**src/rtl/sudoku_game_ctrl_if.sv**
```systemverilog
// Bundle of user, datapath and display signals for the Sudoku game controller.
// master: the side that drives user entry and datapath results (user logic or bench).
// slave : the controller itself.
interface sudoku_game_ctrl_if #(
    parameter int IDX_W   = 4,
    parameter int MOVE_W  = 8,
    parameter int WRONG_W = 2
);
    // user entry
    logic               restart;
    logic               enter;
    logic               back;
    logic [IDX_W-1:0]   digit_in;
    // datapath check result: cell_ok and solved are only meaningful in the
    // cycle check_done is high; check_flag high means a check is outstanding.
    logic               check_done;
    logic               cell_ok;
    logic               solved;
    // controller outputs
    logic [3:0]         state;
    logic               gen_rand_flag;
    logic               set_board_flag;
    logic               set_diff_flag;
    logic               row_flag;
    logic               col_flag;
    logic               val_flag;
    logic               check_flag;
    logic [IDX_W-1:0]   sel_row;
    logic [IDX_W-1:0]   sel_col;
    logic [IDX_W-1:0]   sel_val;
    logic [MOVE_W-1:0]  move_cnt;
    logic [WRONG_W-1:0] wrong_cnt;
    logic               range_err;

    modport master (
        output restart, enter, back, digit_in, check_done, cell_ok, solved,
        input  state, gen_rand_flag, set_board_flag, set_diff_flag, row_flag,
               col_flag, val_flag, check_flag, sel_row, sel_col, sel_val,
               move_cnt, wrong_cnt, range_err
    );

    modport slave (
        input  restart, enter, back, digit_in, check_done, cell_ok, solved,
        output state, gen_rand_flag, set_board_flag, set_diff_flag, row_flag,
               col_flag, val_flag, check_flag, sel_row, sel_col, sel_val,
               move_cnt, wrong_cnt, range_err
    );
endinterface

```
**src/rtl/sudoku_game_ctrl.sv**
```systemverilog
// Sudoku game controller: board setup, row/col/value entry with range
// checking, move check with timeout, move/mistake counters, WIN and LOSE.
// Optional macro SUDOKU_BACK_EN: 'back' steps from CHOOSE_COL to CHOOSE_ROW
// and from CHOOSE_VAL to CHOOSE_COL; without it the back input is ignored.
module sudoku_game_ctrl #(
    parameter int GRID_N    = 9,
    parameter int IDX_W     = 4,
    parameter int MAX_WRONG = 3,
    parameter int MOVE_W    = 8,
    parameter int CHECK_TO  = 16
) (
    input  logic              clka,
    input  logic              restart_n,
    sudoku_game_ctrl_if.slave bus
);
    localparam int WRONG_W = $clog2(MAX_WRONG + 1);
    localparam int TMR_W   = (CHECK_TO > 1) ? $clog2(CHECK_TO) : 1;

    localparam logic [IDX_W-1:0]   GRID_MAX  = IDX_W'(GRID_N);
    localparam logic [WRONG_W-1:0] WRONG_MAX = WRONG_W'(MAX_WRONG);
    localparam logic [TMR_W-1:0]   TMR_LAST  = TMR_W'(CHECK_TO - 1);

    typedef enum logic [3:0] {
        ST_IDLE       = 4'd0,
        ST_SET_BOARD  = 4'd2,
        ST_SET_DIFF   = 4'd3,
        ST_CHOOSE_ROW = 4'd4,
        ST_CHOOSE_COL = 4'd5,
        ST_CHOOSE_VAL = 4'd6,
        ST_CHECKING   = 4'd7,
        ST_WRONG      = 4'd8,
        ST_WIN        = 4'd9,
        ST_LOSE       = 4'd10
    } state_t;

    // Flag order: {gen_rand, set_board, set_diff, row, col, val, check}
    function automatic logic [6:0] flags_for(state_t s);
        case (s)
            ST_IDLE:       return 7'b100_0000;
            ST_SET_BOARD:  return 7'b010_0000;
            ST_SET_DIFF:   return 7'b001_0000;
            ST_CHOOSE_ROW: return 7'b000_1000;
            ST_CHOOSE_COL: return 7'b000_0100;
            ST_CHOOSE_VAL: return 7'b000_0010;
            ST_CHECKING:   return 7'b000_0001;
            default:       return 7'b000_0000;
        endcase
    endfunction

    state_t             state_q, state_d;
    logic [6:0]         flags_q, flags_d;
    logic [IDX_W-1:0]   sel_row_q, sel_row_d;
    logic [IDX_W-1:0]   sel_col_q, sel_col_d;
    logic [IDX_W-1:0]   sel_val_q, sel_val_d;
    logic [MOVE_W-1:0]  move_cnt_q, move_cnt_d;
    logic [WRONG_W-1:0] wrong_cnt_q, wrong_cnt_d;
    logic               range_err_q, range_err_d;
    logic [TMR_W-1:0]   timer_q, timer_d;
    logic               enter_q, enter_d;
    logic               ep;
    logic               back_hit;

    assign ep = bus.enter & ~enter_q;

    // State, selections, counters and flags registered together.
    always_ff @(posedge clka or negedge restart_n) begin
        if (!restart_n) begin
            state_q     <= ST_IDLE;
            flags_q     <= 7'b100_0000;
            sel_row_q   <= '0;
            sel_col_q   <= '0;
            sel_val_q   <= '0;
            move_cnt_q  <= '0;
            wrong_cnt_q <= '0;
            range_err_q <= 1'b0;
            timer_q     <= '0;
            enter_q     <= 1'b0;
        end else begin
            state_q     <= state_d;
            flags_q     <= flags_d;
            sel_row_q   <= sel_row_d;
            sel_col_q   <= sel_col_d;
            sel_val_q   <= sel_val_d;
            move_cnt_q  <= move_cnt_d;
            wrong_cnt_q <= wrong_cnt_d;
            range_err_q <= range_err_d;
            timer_q     <= timer_d;
            enter_q     <= enter_d;
        end
    end

    // Next-state and datapath updates; soft restart overrides everything.
    always_comb begin
        state_d     = state_q;
        sel_row_d   = sel_row_q;
        sel_col_d   = sel_col_q;
        sel_val_d   = sel_val_q;
        move_cnt_d  = move_cnt_q;
        wrong_cnt_d = wrong_cnt_q;
        range_err_d = 1'b0;
        timer_d     = timer_q;
        enter_d     = bus.enter;
        back_hit    = 1'b0;
`ifdef SUDOKU_BACK_EN
        back_hit    = bus.back;
`endif
        if (bus.restart) begin
            state_d     = ST_IDLE;
            sel_row_d   = '0;
            sel_col_d   = '0;
            sel_val_d   = '0;
            move_cnt_d  = '0;
            wrong_cnt_d = '0;
            timer_d     = '0;
            enter_d     = 1'b0;
        end else begin
            case (state_q)
                ST_IDLE:      if (ep) state_d = ST_SET_BOARD;
                ST_SET_BOARD: if (ep) state_d = ST_SET_DIFF;
                ST_SET_DIFF:  if (ep) state_d = ST_CHOOSE_ROW;
                ST_CHOOSE_ROW: begin
                    if (ep) begin
                        if (bus.digit_in < GRID_MAX) begin
                            sel_row_d = bus.digit_in;
                            state_d   = ST_CHOOSE_COL;
                        end else begin
                            range_err_d = 1'b1;
                        end
                    end
                end
                ST_CHOOSE_COL: begin
                    if (back_hit) begin
                        state_d = ST_CHOOSE_ROW;
                    end else if (ep) begin
                        if (bus.digit_in < GRID_MAX) begin
                            sel_col_d = bus.digit_in;
                            state_d   = ST_CHOOSE_VAL;
                        end else begin
                            range_err_d = 1'b1;
                        end
                    end
                end
                ST_CHOOSE_VAL: begin
                    if (back_hit) begin
                        state_d = ST_CHOOSE_COL;
                    end else if (ep) begin
                        if ((bus.digit_in != '0) && (bus.digit_in <= GRID_MAX)) begin
                            sel_val_d = bus.digit_in;
                            timer_d   = '0;
                            state_d   = ST_CHECKING;
                        end else begin
                            range_err_d = 1'b1;
                        end
                    end
                end
                ST_CHECKING: begin
                    if (bus.check_done) begin
                        if (bus.solved || bus.cell_ok) begin
                            if (!(&move_cnt_q)) move_cnt_d = move_cnt_q + 1'b1;
                            state_d = bus.solved ? ST_WIN : ST_CHOOSE_ROW;
                        end else begin
                            if (wrong_cnt_q != WRONG_MAX) wrong_cnt_d = wrong_cnt_q + 1'b1;
                            state_d = ST_WRONG;
                        end
                    end else if (timer_q == TMR_LAST) begin
                        if (wrong_cnt_q != WRONG_MAX) wrong_cnt_d = wrong_cnt_q + 1'b1;
                        state_d = ST_WRONG;
                    end else begin
                        timer_d = timer_q + 1'b1;
                    end
                end
                // wrong_cnt already holds the new count while in WRONG
                ST_WRONG: state_d = (wrong_cnt_q == WRONG_MAX) ? ST_LOSE : ST_CHOOSE_ROW;
                ST_WIN:   state_d = ST_WIN;
                ST_LOSE:  state_d = ST_LOSE;
                default:  state_d = ST_IDLE;
            endcase
        end
        flags_d = flags_for(state_d);
    end

    assign bus.state          = state_q;
    assign bus.gen_rand_flag  = flags_q[6];
    assign bus.set_board_flag = flags_q[5];
    assign bus.set_diff_flag  = flags_q[4];
    assign bus.row_flag       = flags_q[3];
    assign bus.col_flag       = flags_q[2];
    assign bus.val_flag       = flags_q[1];
    assign bus.check_flag     = flags_q[0];
    assign bus.sel_row        = sel_row_q;
    assign bus.sel_col        = sel_col_q;
    assign bus.sel_val        = sel_val_q;
    assign bus.move_cnt       = move_cnt_q;
    assign bus.wrong_cnt      = wrong_cnt_q;
    assign bus.range_err      = range_err_q;
endmodule

```
**src/flat_wrapper.sv**
```systemverilog
// flat-port wrapper written by rule: the top's interface ports become plain ports
module sudoku_game_ctrl_flat 
#(
    parameter int GRID_N    = 9,
    parameter int IDX_W     = 4,
    parameter int MAX_WRONG = 3,
    parameter int MOVE_W    = 8,
    parameter int CHECK_TO  = 16
)
  (clka, restart_n, bus_restart, bus_enter, bus_back, bus_digit_in, bus_check_done, bus_cell_ok, bus_solved, bus_state, bus_gen_rand_flag, bus_set_board_flag, bus_set_diff_flag, bus_row_flag, bus_col_flag, bus_val_flag, bus_check_flag, bus_sel_row, bus_sel_col, bus_sel_val, bus_move_cnt, bus_wrong_cnt, bus_range_err);
  sudoku_game_ctrl_if #(.IDX_W(IDX_W), .MOVE_W(MOVE_W)) bus_i ();
  input  logic clka;
  input  logic restart_n;
  input wire logic [$bits(bus_i.restart)-1:0] bus_restart;
  input wire logic [$bits(bus_i.enter)-1:0] bus_enter;
  input wire logic [$bits(bus_i.back)-1:0] bus_back;
  input wire logic [$bits(bus_i.digit_in)-1:0] bus_digit_in;
  input wire logic [$bits(bus_i.check_done)-1:0] bus_check_done;
  input wire logic [$bits(bus_i.cell_ok)-1:0] bus_cell_ok;
  input wire logic [$bits(bus_i.solved)-1:0] bus_solved;
  output wire logic [$bits(bus_i.state)-1:0] bus_state;
  output wire logic [$bits(bus_i.gen_rand_flag)-1:0] bus_gen_rand_flag;
  output wire logic [$bits(bus_i.set_board_flag)-1:0] bus_set_board_flag;
  output wire logic [$bits(bus_i.set_diff_flag)-1:0] bus_set_diff_flag;
  output wire logic [$bits(bus_i.row_flag)-1:0] bus_row_flag;
  output wire logic [$bits(bus_i.col_flag)-1:0] bus_col_flag;
  output wire logic [$bits(bus_i.val_flag)-1:0] bus_val_flag;
  output wire logic [$bits(bus_i.check_flag)-1:0] bus_check_flag;
  output wire logic [$bits(bus_i.sel_row)-1:0] bus_sel_row;
  output wire logic [$bits(bus_i.sel_col)-1:0] bus_sel_col;
  output wire logic [$bits(bus_i.sel_val)-1:0] bus_sel_val;
  output wire logic [$bits(bus_i.move_cnt)-1:0] bus_move_cnt;
  output wire logic [$bits(bus_i.wrong_cnt)-1:0] bus_wrong_cnt;
  output wire logic [$bits(bus_i.range_err)-1:0] bus_range_err;
  assign bus_i.restart = bus_restart;
  assign bus_i.enter = bus_enter;
  assign bus_i.back = bus_back;
  assign bus_i.digit_in = bus_digit_in;
  assign bus_i.check_done = bus_check_done;
  assign bus_i.cell_ok = bus_cell_ok;
  assign bus_i.solved = bus_solved;
  assign bus_state = bus_i.state;
  assign bus_gen_rand_flag = bus_i.gen_rand_flag;
  assign bus_set_board_flag = bus_i.set_board_flag;
  assign bus_set_diff_flag = bus_i.set_diff_flag;
  assign bus_row_flag = bus_i.row_flag;
  assign bus_col_flag = bus_i.col_flag;
  assign bus_val_flag = bus_i.val_flag;
  assign bus_check_flag = bus_i.check_flag;
  assign bus_sel_row = bus_i.sel_row;
  assign bus_sel_col = bus_i.sel_col;
  assign bus_sel_val = bus_i.sel_val;
  assign bus_move_cnt = bus_i.move_cnt;
  assign bus_wrong_cnt = bus_i.wrong_cnt;
  assign bus_range_err = bus_i.range_err;
  sudoku_game_ctrl #(.GRID_N(GRID_N), .IDX_W(IDX_W), .MAX_WRONG(MAX_WRONG), .MOVE_W(MOVE_W), .CHECK_TO(CHECK_TO)) u_core (.clka(clka), .restart_n(restart_n), .bus(bus_i));
endmodule
```
**config.mk**
```make
export PLATFORM = sky130hd
export DESIGN_NAME = sudoku_game_ctrl_flat
export DESIGN_NICKNAME = d
export VERILOG_FILES = /design/src/rtl/sudoku_game_ctrl_if.sv /design/src/rtl/sudoku_game_ctrl.sv /design/src/flat_wrapper.sv
export SDC_FILE = /design/constraint.sdc
export NUM_CORES = 1
export LEC_CHECK = 0
export BUFFER_PORTS_ARGS = -buffer_cell sky130_fd_sc_hd__buf_2
export CAP_MARGIN = 20
export CORE_UTILIZATION = 26
export DETAILED_ROUTE_END_ITERATION = 7
export PLACE_DENSITY = 0.55
export SYNTH_ARGS = -nofsm -noshare
export SYNTH_HDL_FRONTEND = slang
export SYNTH_SLANG_ARGS = --single-unit
export TNS_END_PERCENT = 30
```
**constraint.sdc**
```tcl
create_clock -name clka -period 3.25 [get_ports clka]
set_input_delay 0.4875 -clock clka [delete_from_list [all_inputs] [get_ports clka]]
set_output_delay 0.4875 -clock clka [all_outputs]
set_load 0.005 [all_outputs]
```
Word-level counts from Yosys, hierarchy flattened

Index checks and enable logic that the tools add are counted.

Register bits after elaboration: 39
Bits in latches: 0
RAM bits: 0
Bits in read-only memories: 0
Memories kept: 0

Add/sub/neg operators: 3
Multipliers: 0
Div/mod/pow operators: 0
Order comparisons: 2
Equality and inequality tests: 24
Shifts and indexed selects: 0
Mux-type cells: 51
Bitwise gates (word level): 2
Reduce and logical (&&, ||, !) cells: 24

Operators by type and width:

| cell                  | count |
|---|---|
| $mux W4               | 30 |
| $pmux W7 S7           | 1 |
| $mux W8               | 5 |
| $pmux W4 S10          | 1 |
| $eq A4 B3 Y1 const B  | 8 |
| $reduce_bool A2 Y1    | 9 |
| $eq A4 B2 Y1 const B  | 4 |
| $eq A4 B4 Y1 const B  | 4 |
| $mux W2               | 6 |
| $reduce_and A3 Y1     | 4 |
| $ne A3 B3 Y1 const B  | 3 |
| $add A8 B1 Y8 const B | 1 |
| $logic_not A4 Y1      | 2 |
| $pmux W4 S2           | 1 |
| $reduce_and A8 Y1     | 1 |
| $mux W1               | 6 |
| $ne A3 B2 Y1 const B  | 2 |
| $reduce_bool A3 Y1    | 2 |
| $reduce_and A5 Y1     | 1 |
| $add A4 B1 Y4 const B | 1 |
| $le A4 B4 Y1 const B  | 1 |
| $lt A4 B4 Y1 const B  | 1 |
| $ne A2 B2 Y1 const B  | 2 |
| $reduce_and A4 Y1     | 1 |
| 9 further kinds       | 9 |

Depth between registers and ports, before layout

Depth in word-level cells: 8
Mapped depth: 7
Gate-level depth less buffers: 7

Worst setup path before layout

OpenSTA, ideal clock, no wires.

Path kind: input port to flip-flop
From: input bus_digit_in[1]
To: register u_core.flags_q[0]
Arrival: 1.607 ns
Required time: 3.125 ns
Slack: 1.518 ns
Stages on the path: 5
Buffers on the path: 0
Cells stage by stage: or4_4 and2_4 nand3_4 and4_4 nor3_2

Longest elaborated chain between the ends: 8
Elaborated cells on any way between the ends: 20
Classes of those cells: order compare: 2; eq/ne: 6; mux: 9; reduce/logical: 3

Ends and longest elaborated chain:

| element                                                   | line                    | source |
|---|---|---|
| start, declared                                           | flat_wrapper.sv:17      | `input wire logic [$bits(bus_i.digit_in)-1:0] bus_digit_in;` |
| $le A4 B4 Y1 / $reduce_bool A4 Y1 (equally long branches) | sudoku_game_ctrl.sv:147 | `if ((bus.digit_in != '0) && (bus.digit_in <= GRID_MAX)) begin` |
| $logic_and A1 B1 Y1                                       | sudoku_game_ctrl.sv:147 |  |
| $mux W4                                                   | sudoku_game_ctrl.sv:147 |  |
| $mux W4                                                   | sudoku_game_ctrl.sv:146 | `end else if (ep) begin` |
| $pmux W4 S10 *                                            | sudoku_game_ctrl.sv:117 | `case (state_q)` |
| $mux W4 *                                                 | sudoku_game_ctrl.sv:107 | `if (bus.restart) begin` |
| $eq A4 B3 Y1 (tied with other cells)                      | sudoku_game_ctrl.sv:38  | `case (s)` |
| $pmux W7 S7 *                                             | sudoku_game_ctrl.sv:38  |  |
| net u_core.flags_d[0]                                     | sudoku_game_ctrl.sv:51  | `logic [6:0] flags_q, flags_d;` |
| end signal, assigned                                      | sudoku_game_ctrl.sv:80  | `flags_q <= flags_d;` |
| end, declared                                             | sudoku_game_ctrl.sv:51  |  |

The timed path passes the listed nets; every way through them passes the cells marked *.
A chain may end at the register's enable or synchronous reset.

Worst setup path in the final report

From: register u_core.state_q[0], in the netlist u_core.bus.state[0]
To: register u_core.move_cnt_q[7], in the netlist u_core.bus.move_cnt[7]

Longest elaborated chain between the ends: 3

Ends and longest elaborated chain:

| element                      | line                    | source |
|---|---|---|
| start, declared              | sudoku_game_ctrl.sv:50  | `state_t state_q, state_d;` |
| start signal, assigned       | sudoku_game_ctrl.sv:79  | `state_q <= state_d;` |
| $eq A4 B3 Y1                 | sudoku_game_ctrl.sv:117 |  |
| $reduce_bool A2 Y1 (no line) | --                      |  |
| $reduce_and A4 Y1 (no line)  | --                      |  |
| end signal, assigned         | sudoku_game_ctrl.sv:84  | `move_cnt_q <= move_cnt_d;` |
| end, declared                | sudoku_game_ctrl.sv:55  | `logic [MOVE_W-1:0] move_cnt_q, move_cnt_d;` |

No other way between the ends.

==> flow_summary.ini <==
[sta]
setup_tns_ns = 0
maxSlewViolCount = 0
fin_crit_ns = 2.09
hold_viol = 0
tightest_slew_ns = 0.885
setup_viol = 0
finClkSkew_ns = 0.00807
relSlewSlack = 0.410
rsz0062_at_grt = false
fmax_mhz = 478
finalCritPeriodShare = 0.644

[placed_design]
place.gp.congestion = 0.750
placedCellCount = 338
hpwl_um = 3400
place.port_buffers = 44

[global_route]
antenna_found_initial = 0
grt_pass1_wl_um = 7850
first_global_vias = 1574
grt-ovfl-total = 0
grt_usage = 0.118
grt_max_degree = 40

[cts]
postCtsHoldBufs = 0
clk_pin_slew_worst_paths_ns = 0.08
cts_buffers = 5
cts_root_buf = clkbuf_8
cts-htree-levels = 2
postCtsSetupBuffers = 0
clock_latency_ns = 0.29
cts_resized = 0
clockBufferDepth = 2
cts_tree = done
cts_sinks = 39

[detailed_routing]
highest_layer = met4
dr.pass1.iters = 5
num_vias = 1628
routed_wl_um = 4810
viasPerCell = 4.71
met1Wirelength_um = 2330
final_antenna_net_count = 0
dr_wl_met2_um = 2230
drcViolationCount = 0
wl_met3_um = 224
wire_per_inst_um = 13.9
drt_iter0_drc = 83

[setup_path]
cp_max_fo = 13
path_class = reg2reg
path_buf_inv = 0
critPathSlowestCell = dfrtp_1
cp_top_family = simple AND/OR/NAND/NOR gates
cp-start-kind = register
crit_required_ns = 3.47
slowest_delay_ns = 0.63
reg2reg_depth = 5
ff2ff_setup_slack_ns = 1.16
arrival_ns = 2.31
cp_cell_sequence = and4b_1 > o211a_1 > nand2_1 > or3_1 > a21oi_1
crit_path_end_kind = register
r2r-start = u_core.bus.state[0]
rr_endpoint = u_core.bus.move_cnt[7]

[finish]
n_antenna_cell = 0
syn_to_final_growth_pct = 20.3
multi_input_area_um2 = 1030
layout.nets = 258
drive_gt1_frac = 0.295
seq_area_um2 = 977
fillers = 834
finalNonFillerCells = 346

[floorplanning]
rows = 32
core_area_um2 = 7730
die_h_um = 91.4
io_pins = 46
fp.dieW_um = 91.4
start_util = 0.269
die_area_um2 = 8350

[logic_synthesis]
avgSynthCellArea_um2 = 10.3
synth-edff-count = 0
synth.distinct_cells = 53
syn_area_um2 = 2080
syn_nets = 217
ys.flop_type = dfrtp_1
syn_inst = 202
yosys_warnings = 0
ys_async_sr_fraction = 1.00
synth_seq_cells = 39
yosysSeqAreaShare = 0.470

[power]
irDropWorstVdd_mv = 0.248
power_leakage_uw = 0.00125
powerDensity_nw_per_um2 = 433

[job]
maxCapViolCount = 0

[run_status]
status = complete, no violations

[min_path]
min_path_type = in2async
[worst reg2reg max path, cell delays in order, from the launching register on]
cell,delay [ns]
dfrtp_1,0.63
and4b_1,0.44
o211a_1,0.35
nand2_1,0.14
or3_1,0.32
a21oi_1,0.14
[flip-flops by register name, indices dropped and copies added, names as in the netlist]
register / count
u_core.bus.wrong_cnt: 2
u_core.flags_q: 7
u_core.enter_q: 1
u_core.timer_q: 4
u_core.bus.range_err: 1
u_core.bus.move_cnt: 8
u_core.bus.state: 4
u_core.bus.sel_val: 4
u_core.bus.sel_col: 4
u_core.bus.sel_row: 4
[cells in the final DEF, fill, tap and decap left out, types with 3 or more instances in the layout]
cell       n
a31oi_1    3
nand2_1   17
inv_1      3
ha_1       3
nand2b_1   5
dfrtp_1   38
nor3_2     5
nand4_1    4
nor2_1    26
o21ai_0    5
nand3_1    3
nor3_1     3
mux2i_1   11
clkbuf_8   5
xnor2_1    4
buf_2     44
a21oi_1   10
xor2_1     5
nor2b_1    5
[per-stage QoR]
stage | hold slack (ns) | worst slack (ns) | utilization | power [uW] | cell area [um^2]
after floorplan | 0.192 | 1.52 | - | 571 | 2080
after global placement | 0.505 | 1.23 | 0.306 | 611 | 2370
after detailed placement | 0.518 | 1.19 | 0.306 | 612 | 2370
after CTS | 0.360 | 1.17 | 0.323 | 1100 | 2500
after global routing | 0.391 | 0.992 | 0.323 | 1130 | 2500
final | 0.313 | 1.16 | 0.323 | 1080 | 2500
[power by group]
| part | switching [uW] | internal (uW) |
|---|---|---|
| clock | 174 | 307 |
| sequential | 10.2 | 493 |
| combinational | 60.3 | 37.5 |
| total | 245 | 837 |
[routing by layer]
metal | track usage | vias up
li1 | - | 795
met1 | 0.163 | 795
met2 | 0.182 | 34
met3 | 0.0285 | 4
met4 | 0.0317 | 0
met5 | 0 | -
[Yosys cell counts (3+ instances only)]
cell,count,share of area
a21oi_1,10,0.024
a31oi_1,3,0.0090
buf_4,3,0.011
clkbuf_1,4,0.0072
dfrtp_1,38,0.46
ha_1,3,0.018
inv_1,3,0.0054
mux2i_1,11,0.053
nand2_1,17,0.031
nand2b_1,5,0.015
nand3_1,3,0.0072
nand4_1,4,0.012
nor2_1,26,0.047
nor2b_1,5,0.015
nor3_1,3,0.0072
nor3_2,5,0.024
o21ai_0,5,0.012
xnor2_1,4,0.017
xor2_1,5,0.021
[cell type report]
| class | count | share of cell area |
|---|---|---|
| Multi-Input combinational cell | 149 | 0.411 |
| Sequential cell | 39 | 0.391 |
| Timing Repair Buffer | 44 | 0.0881 |
| Tap cell | 102 | 0.0511 |
| Clock buffer | 6 | 0.0290 |
| Clock inverter | 2 | 0.0240 |
| Inverter | 4 | 0.00601 |
[kinds of logic after synthesis]
kind of cell               after synthesis  synth area share
adders and majority gates                3            0.0181
AOI/OAI and AO/OA                       32             0.110
DFF                                     39             0.470
xor gates and xnor gates                 9            0.0379
muxes                                   11            0.0530
and+or+nand+nor                         94             0.275
buffers and inverters                   14            0.0355
[worst max-delay path by stage]
stage / start / endpoint / slack [ns] / depth (start not counted)
floorplan: bus_digit_in[1] / u_core.flags_q[0] / 1.52 / 5
global placement: u_core.bus.state[0] / u_core.bus.move_cnt[7] / 1.23 / 5
detailed placement: u_core.bus.state[0] / u_core.bus.move_cnt[7] / 1.19 / 5
CTS: u_core.bus.state[0] / u_core.bus.move_cnt[7] / 1.17 / 5
global route: u_core.bus.state[2] / u_core.bus.move_cnt[7] / 0.99 / 5
finish: u_core.bus.state[0] / u_core.bus.move_cnt[7] / 1.16 / 5
Power figures use the tool's default switching activity.
